### config.mk
export PLATFORM = sky130hd
export DESIGN_NAME = ctrl_pipe_hazard
export DESIGN_NICKNAME = d
export VERILOG_FILES = /design/src/rtl/ctrl_pipe_hazard.sv
export SDC_FILE = /design/constraint.sdc
export NUM_CORES = 1
export LEC_CHECK = 0
export BUFFER_PORTS_ARGS = -buffer_cell sky130_fd_sc_hd__clkbuf_2
export CORE_MARGIN = 2
export CORE_UTILIZATION = 39
export DETAILED_ROUTE_END_ITERATION = 12
export PLACE_DENSITY = 0.72
export SLEW_MARGIN = 20
export SYNTH_ARGS = -nofsm -noshare
export SYNTH_HDL_FRONTEND = slang
export SYNTH_SLANG_ARGS = --single-unit
### constraint.sdc
create_clock -name clk -period 4.3 [get_ports clk]
set_clock_uncertainty 0.2 [all_clocks]
set_input_delay 0.43 -clock clk [delete_from_list [all_inputs] [get_ports clk]]
set_output_delay 0.43 -clock clk [all_outputs]
set_load 0.01 [all_outputs]
### src/rtl/ctrl_pipe_hazard.sv
// Pipeline control carrier: ID/EX, EX/MEM, MEM/WB control registers with
// load-use stall, taken-branch flush, EX operand forwarding and event counters.
module ctrl_pipe_hazard #(
   parameter int unsigned CNT_W = 16,
   parameter int unsigned REG_W = 5
) (
   input  logic             clk,
   input  logic             rst_n,
   input  logic             id_valid,
   input  logic             id_regwrite,
   input  logic             id_alusrc,
   input  logic             id_memtoreg,
   input  logic             id_memread,
   input  logic             id_memwrite,
   input  logic             id_branch,
   input  logic [REG_W-1:0] id_rs1,
   input  logic [REG_W-1:0] id_rs2,
   input  logic [REG_W-1:0] id_rd,
   input  logic             ex_branch_taken,
   output logic             stall,
   output logic             flush_ifid,
   output logic             ex_regwrite,
   output logic             ex_alusrc,
   output logic             ex_memtoreg,
   output logic             ex_memread,
   output logic             ex_memwrite,
   output logic             ex_branch,
   output logic [REG_W-1:0] ex_rs1,
   output logic [REG_W-1:0] ex_rs2,
   output logic [REG_W-1:0] ex_rd,
   output logic             mem_regwrite,
   output logic             mem_memtoreg,
   output logic             mem_memread,
   output logic             mem_memwrite,
   output logic [REG_W-1:0] mem_rd,
   output logic             wb_regwrite,
   output logic             wb_memtoreg,
   output logic [REG_W-1:0] wb_rd,
   output logic [1:0]       fwd_a,
   output logic [1:0]       fwd_b,
   output logic [CNT_W-1:0] stall_cnt,
   output logic [CNT_W-1:0] flush_cnt
);

   localparam logic [1:0] FWD_RF  = 2'b00;
   localparam logic [1:0] FWD_MEM = 2'b10;
   localparam logic [1:0] FWD_WB  = 2'b01;

   logic             r_ex_regwrite, r_ex_alusrc, r_ex_memtoreg;
   logic             r_ex_memread, r_ex_memwrite, r_ex_branch;
   logic [REG_W-1:0] r_ex_rs1, r_ex_rs2, r_ex_rd;
   logic             r_mem_regwrite, r_mem_memtoreg, r_mem_memread, r_mem_memwrite;
   logic [REG_W-1:0] r_mem_rd;
   logic             r_wb_regwrite, r_wb_memtoreg;
   logic [REG_W-1:0] r_wb_rd;
   logic [CNT_W-1:0] r_stall_cnt, r_flush_cnt;

   logic             w_load_use, w_take, w_stall, w_bubble;
   logic [1:0]       w_fwd_a, w_fwd_b;

   // Newest producer wins; x0 is hard-wired zero and never forwarded.
   function automatic logic [1:0] fwd_sel(
      input logic [REG_W-1:0] rs,
      input logic             m_rw,
      input logic [REG_W-1:0] m_rd,
      input logic             w_rw,
      input logic [REG_W-1:0] w_rd
   );
      logic [1:0] sel;
      sel = FWD_RF;
      if (m_rw && (m_rd != '0) && (m_rd == rs))
         sel = FWD_MEM;
      else if (w_rw && (w_rd != '0) && (w_rd == rs))
         sel = FWD_WB;
      return sel;
   endfunction

   always_comb begin
      w_load_use = r_ex_memread && (r_ex_rd != '0) && id_valid &&
                   ((r_ex_rd == id_rs1) || (r_ex_rd == id_rs2));
      w_take     = r_ex_branch && ex_branch_taken;
      // The stalled instruction is discarded by a taken branch anyway.
      w_stall    = w_load_use && !w_take;
      w_bubble   = w_take || w_load_use || !id_valid;
      w_fwd_a    = fwd_sel(r_ex_rs1, r_mem_regwrite, r_mem_rd, r_wb_regwrite, r_wb_rd);
      w_fwd_b    = fwd_sel(r_ex_rs2, r_mem_regwrite, r_mem_rd, r_wb_regwrite, r_wb_rd);
   end

   // ID/EX register: bubble on hazard, flush or empty IF/ID.
   always_ff @(posedge clk) begin
      if (!rst_n || w_bubble) begin
         r_ex_regwrite <= 1'b0;
         r_ex_alusrc   <= 1'b0;
         r_ex_memtoreg <= 1'b0;
         r_ex_memread  <= 1'b0;
         r_ex_memwrite <= 1'b0;
         r_ex_branch   <= 1'b0;
         r_ex_rs1      <= '0;
         r_ex_rs2      <= '0;
         r_ex_rd       <= '0;
      end else begin
         r_ex_regwrite <= id_regwrite;
         r_ex_alusrc   <= id_alusrc;
         r_ex_memtoreg <= id_memtoreg;
         r_ex_memread  <= id_memread;
         r_ex_memwrite <= id_memwrite;
         r_ex_branch   <= id_branch;
         r_ex_rs1      <= id_rs1;
         r_ex_rs2      <= id_rs2;
         r_ex_rd       <= id_rd;
      end
   end

   // EX/MEM and MEM/WB always advance.
   always_ff @(posedge clk) begin
      if (!rst_n) begin
         r_mem_regwrite <= 1'b0;
         r_mem_memtoreg <= 1'b0;
         r_mem_memread  <= 1'b0;
         r_mem_memwrite <= 1'b0;
         r_mem_rd       <= '0;
         r_wb_regwrite  <= 1'b0;
         r_wb_memtoreg  <= 1'b0;
         r_wb_rd        <= '0;
      end else begin
         r_mem_regwrite <= r_ex_regwrite;
         r_mem_memtoreg <= r_ex_memtoreg;
         r_mem_memread  <= r_ex_memread;
         r_mem_memwrite <= r_ex_memwrite;
         r_mem_rd       <= r_ex_rd;
         r_wb_regwrite  <= r_mem_regwrite;
         r_wb_memtoreg  <= r_mem_memtoreg;
         r_wb_rd        <= r_mem_rd;
      end
   end

   // Saturating event counters.
   always_ff @(posedge clk) begin
      if (!rst_n) begin
         r_stall_cnt <= '0;
         r_flush_cnt <= '0;
      end else begin
         if (w_stall && (r_stall_cnt != '1))
            r_stall_cnt <= r_stall_cnt + CNT_W'(1);
         if (w_take && (r_flush_cnt != '1))
            r_flush_cnt <= r_flush_cnt + CNT_W'(1);
      end
   end

   assign stall        = w_stall;
   assign flush_ifid   = w_take;
   assign fwd_a        = w_fwd_a;
   assign fwd_b        = w_fwd_b;
   assign ex_regwrite  = r_ex_regwrite;
   assign ex_alusrc    = r_ex_alusrc;
   assign ex_memtoreg  = r_ex_memtoreg;
   assign ex_memread   = r_ex_memread;
   assign ex_memwrite  = r_ex_memwrite;
   assign ex_branch    = r_ex_branch;
   assign ex_rs1       = r_ex_rs1;
   assign ex_rs2       = r_ex_rs2;
   assign ex_rd        = r_ex_rd;
   assign mem_regwrite = r_mem_regwrite;
   assign mem_memtoreg = r_mem_memtoreg;
   assign mem_memread  = r_mem_memread;
   assign mem_memwrite = r_mem_memwrite;
   assign mem_rd       = r_mem_rd;
   assign wb_regwrite  = r_wb_regwrite;
   assign wb_memtoreg  = r_wb_memtoreg;
   assign wb_rd        = r_wb_rd;
   assign stall_cnt    = r_stall_cnt;
   assign flush_cnt    = r_flush_cnt;

endmodule

# --- Word-level counts from Yosys, hierarchy flattened ---
# Cells that the tools add are included.
word_totals:
  reg_bits: 69
  latch_bits: 0
  ram_bits: 0
  romBits: 0
  input_bits: 25
  output_inout_bits: 75
  wordCells: 56
  memories: 0
op_classes:
  addsub: 2
  multipliers: 0
  n_div: 0
  n_lt_le_gt_ge: 0
  eq_ne: 8
  shift: 0
  n_mux: 4
  bitwise: 0
  n_reduce_logical: 23
ops:
  columns: ["op", "count"]
  rows:
  - ["16-bit by 1-bit adder with 16-bit output (second input constant)", 2]
  - ["16-bit != test (second input constant)", 2]
  - ["5-bit == test", 6]
  - ["5-bit nonzero test", 3]
  - ["1-bit logical AND", 13]
  - ["1-bit logical OR", 4]
  - ["2-bit 2-to-1 mux", 2]
  - ["1-bit zero test", 3]
  - ["1-bit 2-to-1 mux", 2]

# --- Longest topological paths before layout ---
depth:
  ltp_word: 7
  depth_mapped: 7
  depth_no_buf: 6

# --- Worst setup path before layout ---
# OpenSTA, ideal clock, no wires.
synth_path:
  path_kind: "register -> output"
  start: "register r_mem_rd[1], in the netlist mem_rd[1]"
  end: "output fwd_a[0]"
  arrival_time_ns: 1.660
  required_time_ns: 3.670
  slack_ns: 2.010
  path_stages_with_launch: 5
  n_path_buf: 0
  cell_sequence: "dfxtp_1 > or4_1 > o21ai_0 > nor4_1 > nor4_1"
synth_between:
  elab_chain_len: 4
  word_cells_on_any_way: 5
  classes_between: "eq/ne: 1; mux: 1; reduce/logical: 3"
synth_lines:
  columns: ["item", "line", "rtl"]
  rows:
  - ["start: declaration", "53", "logic [REG_W-1:0] r_mem_rd;"]
  - ["start signal: assignment", "130", "r_mem_rd <= r_ex_rd;"]
  - ["5-bit nonzero test", "71", "if (m_rw && (m_rd != '0) && (m_rd == rs))"]
  - ["1-bit logical AND", "71", null]
  - ["1-bit logical AND *", "71", null]
  - ["2-bit 2-to-1 mux *", "71", null]
  - ["end: declaration", "39", "output logic [1:0] fwd_a,"]
# Every way passes the cells marked *; elsewhere a longest branch is shown, timed or not.

# --- Worst setup path after layout ---
layout_path:
  start: "register r_mem_rd[1], in the netlist mem_rd[1]"
  end: "output fwd_b[0]"
layout_between:
  elab_chain_len: 4
  word_cells_on_any_way: 5
  classes_between: "eq/ne: 1; mux: 1; reduce/logical: 3"
layout_lines:
  columns: ["item", "line", "rtl"]
  rows:
  - ["5-bit nonzero test", "71", null]
  - ["1-bit logical AND", "71", null]
  - ["1-bit logical AND *", "71", null]
  - ["2-bit 2-to-1 mux *", "71", null]
  - ["end: declaration", "40", "output logic [1:0] fwd_b,"]
# Marks and branches as above.

==> impl_metrics.py <==
metrics = {
    "outcome": {
        "status": "completed",
    },
    "clock_tree": {
        "ctsResizeCount": 0,
        "cts_tree": "yes",
        "clk_path_buf_depth": 2,
        "clk_pin_slew_ns": 0.08,
        "clkSinkCount": 69,
        "cts_hold_buffers": 0,
        "root_buffer": "clkbuf_8",
        "clk_latency_ns": 0.34,
        "htreeDepth": 3,
        "cts_inserted_buffers": 9,
        "cts_setup_buffers": 0,
    },
    "finish": {
        "fin_util_pct": 50.4,
        "diodes": 0,
        "layout_common_cells": "clkbuf_2, dfxtp_1, and2_1",
        "nNetsFinal": 461,
        "drive_above_1_share_pct": 29.4,
        "areaGrowthSynthToFinish_pct": 24.7,
        "multiInputGateArea_um2": 1650,
        "mostFrequentLayoutCell": "clkbuf_2",
        "regArea_um2": 1380,
        "fin_cells": 541,
        "nFillCells": 750,
    },
    "logic_synthesis": {
        "syn-num-nets": 362,
        "syn_area_per_cell_um2": 9.31,
        "synthCells": 335,
        "seq_area_frac_synth_pct": 44.3,
        "yosysUniqueCellTypes": 43,
        "yosysWarnings": 0,
        "synth_area_um2": 3120,
        "ys_seq_elements": 69,
    },
    "routing": {
        "wl_per_cell_um": 13.7,
        "firstDrtPassIters": 4,
        "via_per_inst": 5.03,
        "drc": 0,
        "vias": 2723,
        "routed_wl_um": 7400,
        "drt_iter0_markers": 92,
        "detail-route-antenna-nets": 0,
    },
    "flow_run": {
        "drv_cap": 0,
    },
    "setup_path": {
        "path_cells": "or4_1 > o21ai_0 > nor4_1 > nor4_1 > clkbuf_2",
        "start_kind": "flip-flop",
        "critPathBufInv": 1,
        "critPathSlowestCell": "or4_1",
        "path_class": "flip-flop to primary output",
        "worstPathRequired_ns": 3.67,
        "worstSetupEndpointType": "primary output",
        "critPathArrivalTime_ns": 2.04,
        "max_stage_delay_ns": 0.52,
        "crit_top_cell": "nor4_1",
        "cp_max_fo": 5,
        "cp_top_family": "simple AND/OR/NAND/NOR gates",
    },
    "grt": {
        "grt_max_degree": 49,
        "grt_pass1_vias": 2475,
        "grtUsageTotal_pct": 17.1,
        "grt_antenna_before_repair": 0,
        "grt_first_pass_wirelength_um": 11800,
        "globalRouteOverflowTotal": 0,
    },
    "power_and_ir_drop": {
        "p_int_w": 0.000962,
        "p_per_area_nw_per_um2": 331,
        "power_switching_share_pct": 25.2,
        "clkPwrFrac_pct": 42.0,
        "combinationalPowerShare_pct": 6.4,
        "seq_power_share_pct": 51.6,
        "leakage_nw": 1.70,
        "report.power.total_w": 0.00129,
        "peakVddDrop_uv": 186,
        "power_switching_w": 0.000324,
    },
    "place": {
        "dp_hpwl_um": 5540,
        "numPortBuffers": 99,
        "place_congestion": 0.851,
        "dp_cells": 525,
    },
    "timing": {
        "maxSlewViolCount": 0,
        "fin_crit_sh_pct": 62.1,
        "rsz0062_at_grt": "false",
        "worst_pin_slew_ns": 0.828,
        "hold_viol_final": 0,
        "setup_viol": 0,
        "relSlewSlack_pct": 44.8,
        "fmax_mhz": 375,
        "timing.final.crit_period_ns": 2.67,
        "finalSetupTns_ns": 0,
    },
    "die": {
        "std_cell_rows": 32,
        "dieHeight_um": 93.5,
        "start_util_pct": 40.4,
        "die_w_um": 93.5,
        "die_area_um2": 8730,
        "core_um2": 7730,
        "ios": 100,
    },
    "min_path": {
        "hp-class": "input pin to flip-flop",
    },
}
metrics by stage:
step / worst slack (ns) / cell area [um^2] / hold slack, ns
3_5_place_dp: 1.83 / 3690 / 0.255
4_1_cts: 1.61 / 3890 / 0.0727
2_1_floorplan: 2.01 / 3120 / 0.299
3_3_place_gp: 1.90 / 3690 / 0.256
5_1_grt: 1.43 / 3890 / 0.0729
6_report: 1.63 / 3890 / 0.0838
cells in the mapped netlist (all sizes together):
| master | instances | area (um^2) |
|---|---|---|
| buf | 5 | 37.5 |
| a21bo | 1 | 10.0 |
| nor4b | 1 | 8.76 |
| o311ai | 1 | 8.76 |
| o31ai | 5 | 37.5 |
| nor4 | 10 | 62.6 |
| mux2i | 14 | 140 |
| or3 | 5 | 36.3 |
| or4 | 11 | 82.6 |
| and4 | 7 | 68.8 |
| nor3b | 3 | 22.5 |
| xor2 | 24 | 210 |
| clkbuf | 7 | 26.3 |
| ha | 2 | 25.0 |
| and3 | 1 | 7.51 |
| o211a | 1 | 10.0 |
| inv | 5 | 18.8 |
| nand3 | 11 | 55.1 |
| dfxtp | 69 | 1380 |
| a221oi | 1 | 8.76 |
| o21a | 1 | 7.51 |
| nand2 | 29 | 111 |
| nor2 | 10 | 37.5 |
| nand3b | 1 | 7.51 |
| nand4 | 13 | 81.3 |
| xnor2 | 11 | 96.3 |
| a21oi | 12 | 60.1 |
| and2 | 39 | 245 |
| a21o | 1 | 15.0 |
| a211oi | 1 | 12.5 |
| o21ai | 8 | 40.0 |
| nand2b | 14 | 87.6 |
| o41ai | 1 | 8.76 |
| a22oi | 1 | 7.51 |
| clkinv | 1 | 3.75 |
| nor3 | 8 | 40.0 |
final cells by class:
| type | instances | share of cell area, % |
|---|---|---|
| Inverter | 6 | 0.579 |
| Clock buffer | 9 | 3.18 |
| Tap cell | 102 | 3.28 |
| Sequential cell | 69 | 35.5 |
| Multi-Input combinational cell | 248 | 42.5 |
| Clock inverter | 7 | 2.06 |
| Timing Repair Buffer | 100 | 12.9 |
sequential cells by signal, summed over array words and instances (netlist names), 5 cells and up:
| register | flops |
|---|---|
| ex_rd | 5 |
| stall_cnt | 16 |
| flush_cnt | 16 |
| ex_rs1 | 5 |
| wb_rd | 5 |
| ex_rs2 | 5 |
| mem_rd | 5 |
metal layers:
metal  GRT usage, %  share of wire (%)  wire length (um)
met4           6.50                1.3                97
met5              0                  0                 0
met1           22.8                 46              3420
met3           3.87                4.5               335
met2           26.7                 48              3550
final timing paths:
path / startpoint / to / slack (ns) / depth (start not counted)
hold reg to reg: ex_memwrite / mem_memwrite / 0.27 / 1
setup / recovery: mem_rd[1] / fwd_b[0] / 1.63 / 5
setup reg to reg: ex_branch / stall_cnt[10] / 2.09 / 5
hold / removal: id_rd[2] / ex_rd[2] / 0.08 / 2
kinds of logic after synthesis:
group                    after synthesis  share of synthesized area [%]
flip-flops                            69                           44.3
XOR/XNOR                              35                           9.82
AO/OA/AOI/OAI                         34                           7.26
adder cells (fa/ha/maj)                2                          0.802
multiplexers                          14                           4.49
buffers and inverters                 18                           2.77
AND/OR/NAND/NOR                      163                           30.6
power groups by stage:
| stage | combinational (W) | clock, W | sequential, W |
|---|---|---|---|
| 6_report | 0.0000826 | 0.000540 | 0.000664 |
| 4_1_cts | 0.0000839 | 0.000555 | 0.000664 |
| 2_1_floorplan | 0.0000464 | 0 | 0.000682 |
| 3_5_place_dp | 0.0000838 | 0 | 0.000680 |
| 5_1_grt | 0.0000930 | 0.000582 | 0.000666 |
| 3_3_place_gp | 0.0000816 | 0 | 0.000679 |
No activity file was read; power rests on OpenSTA's default activity.
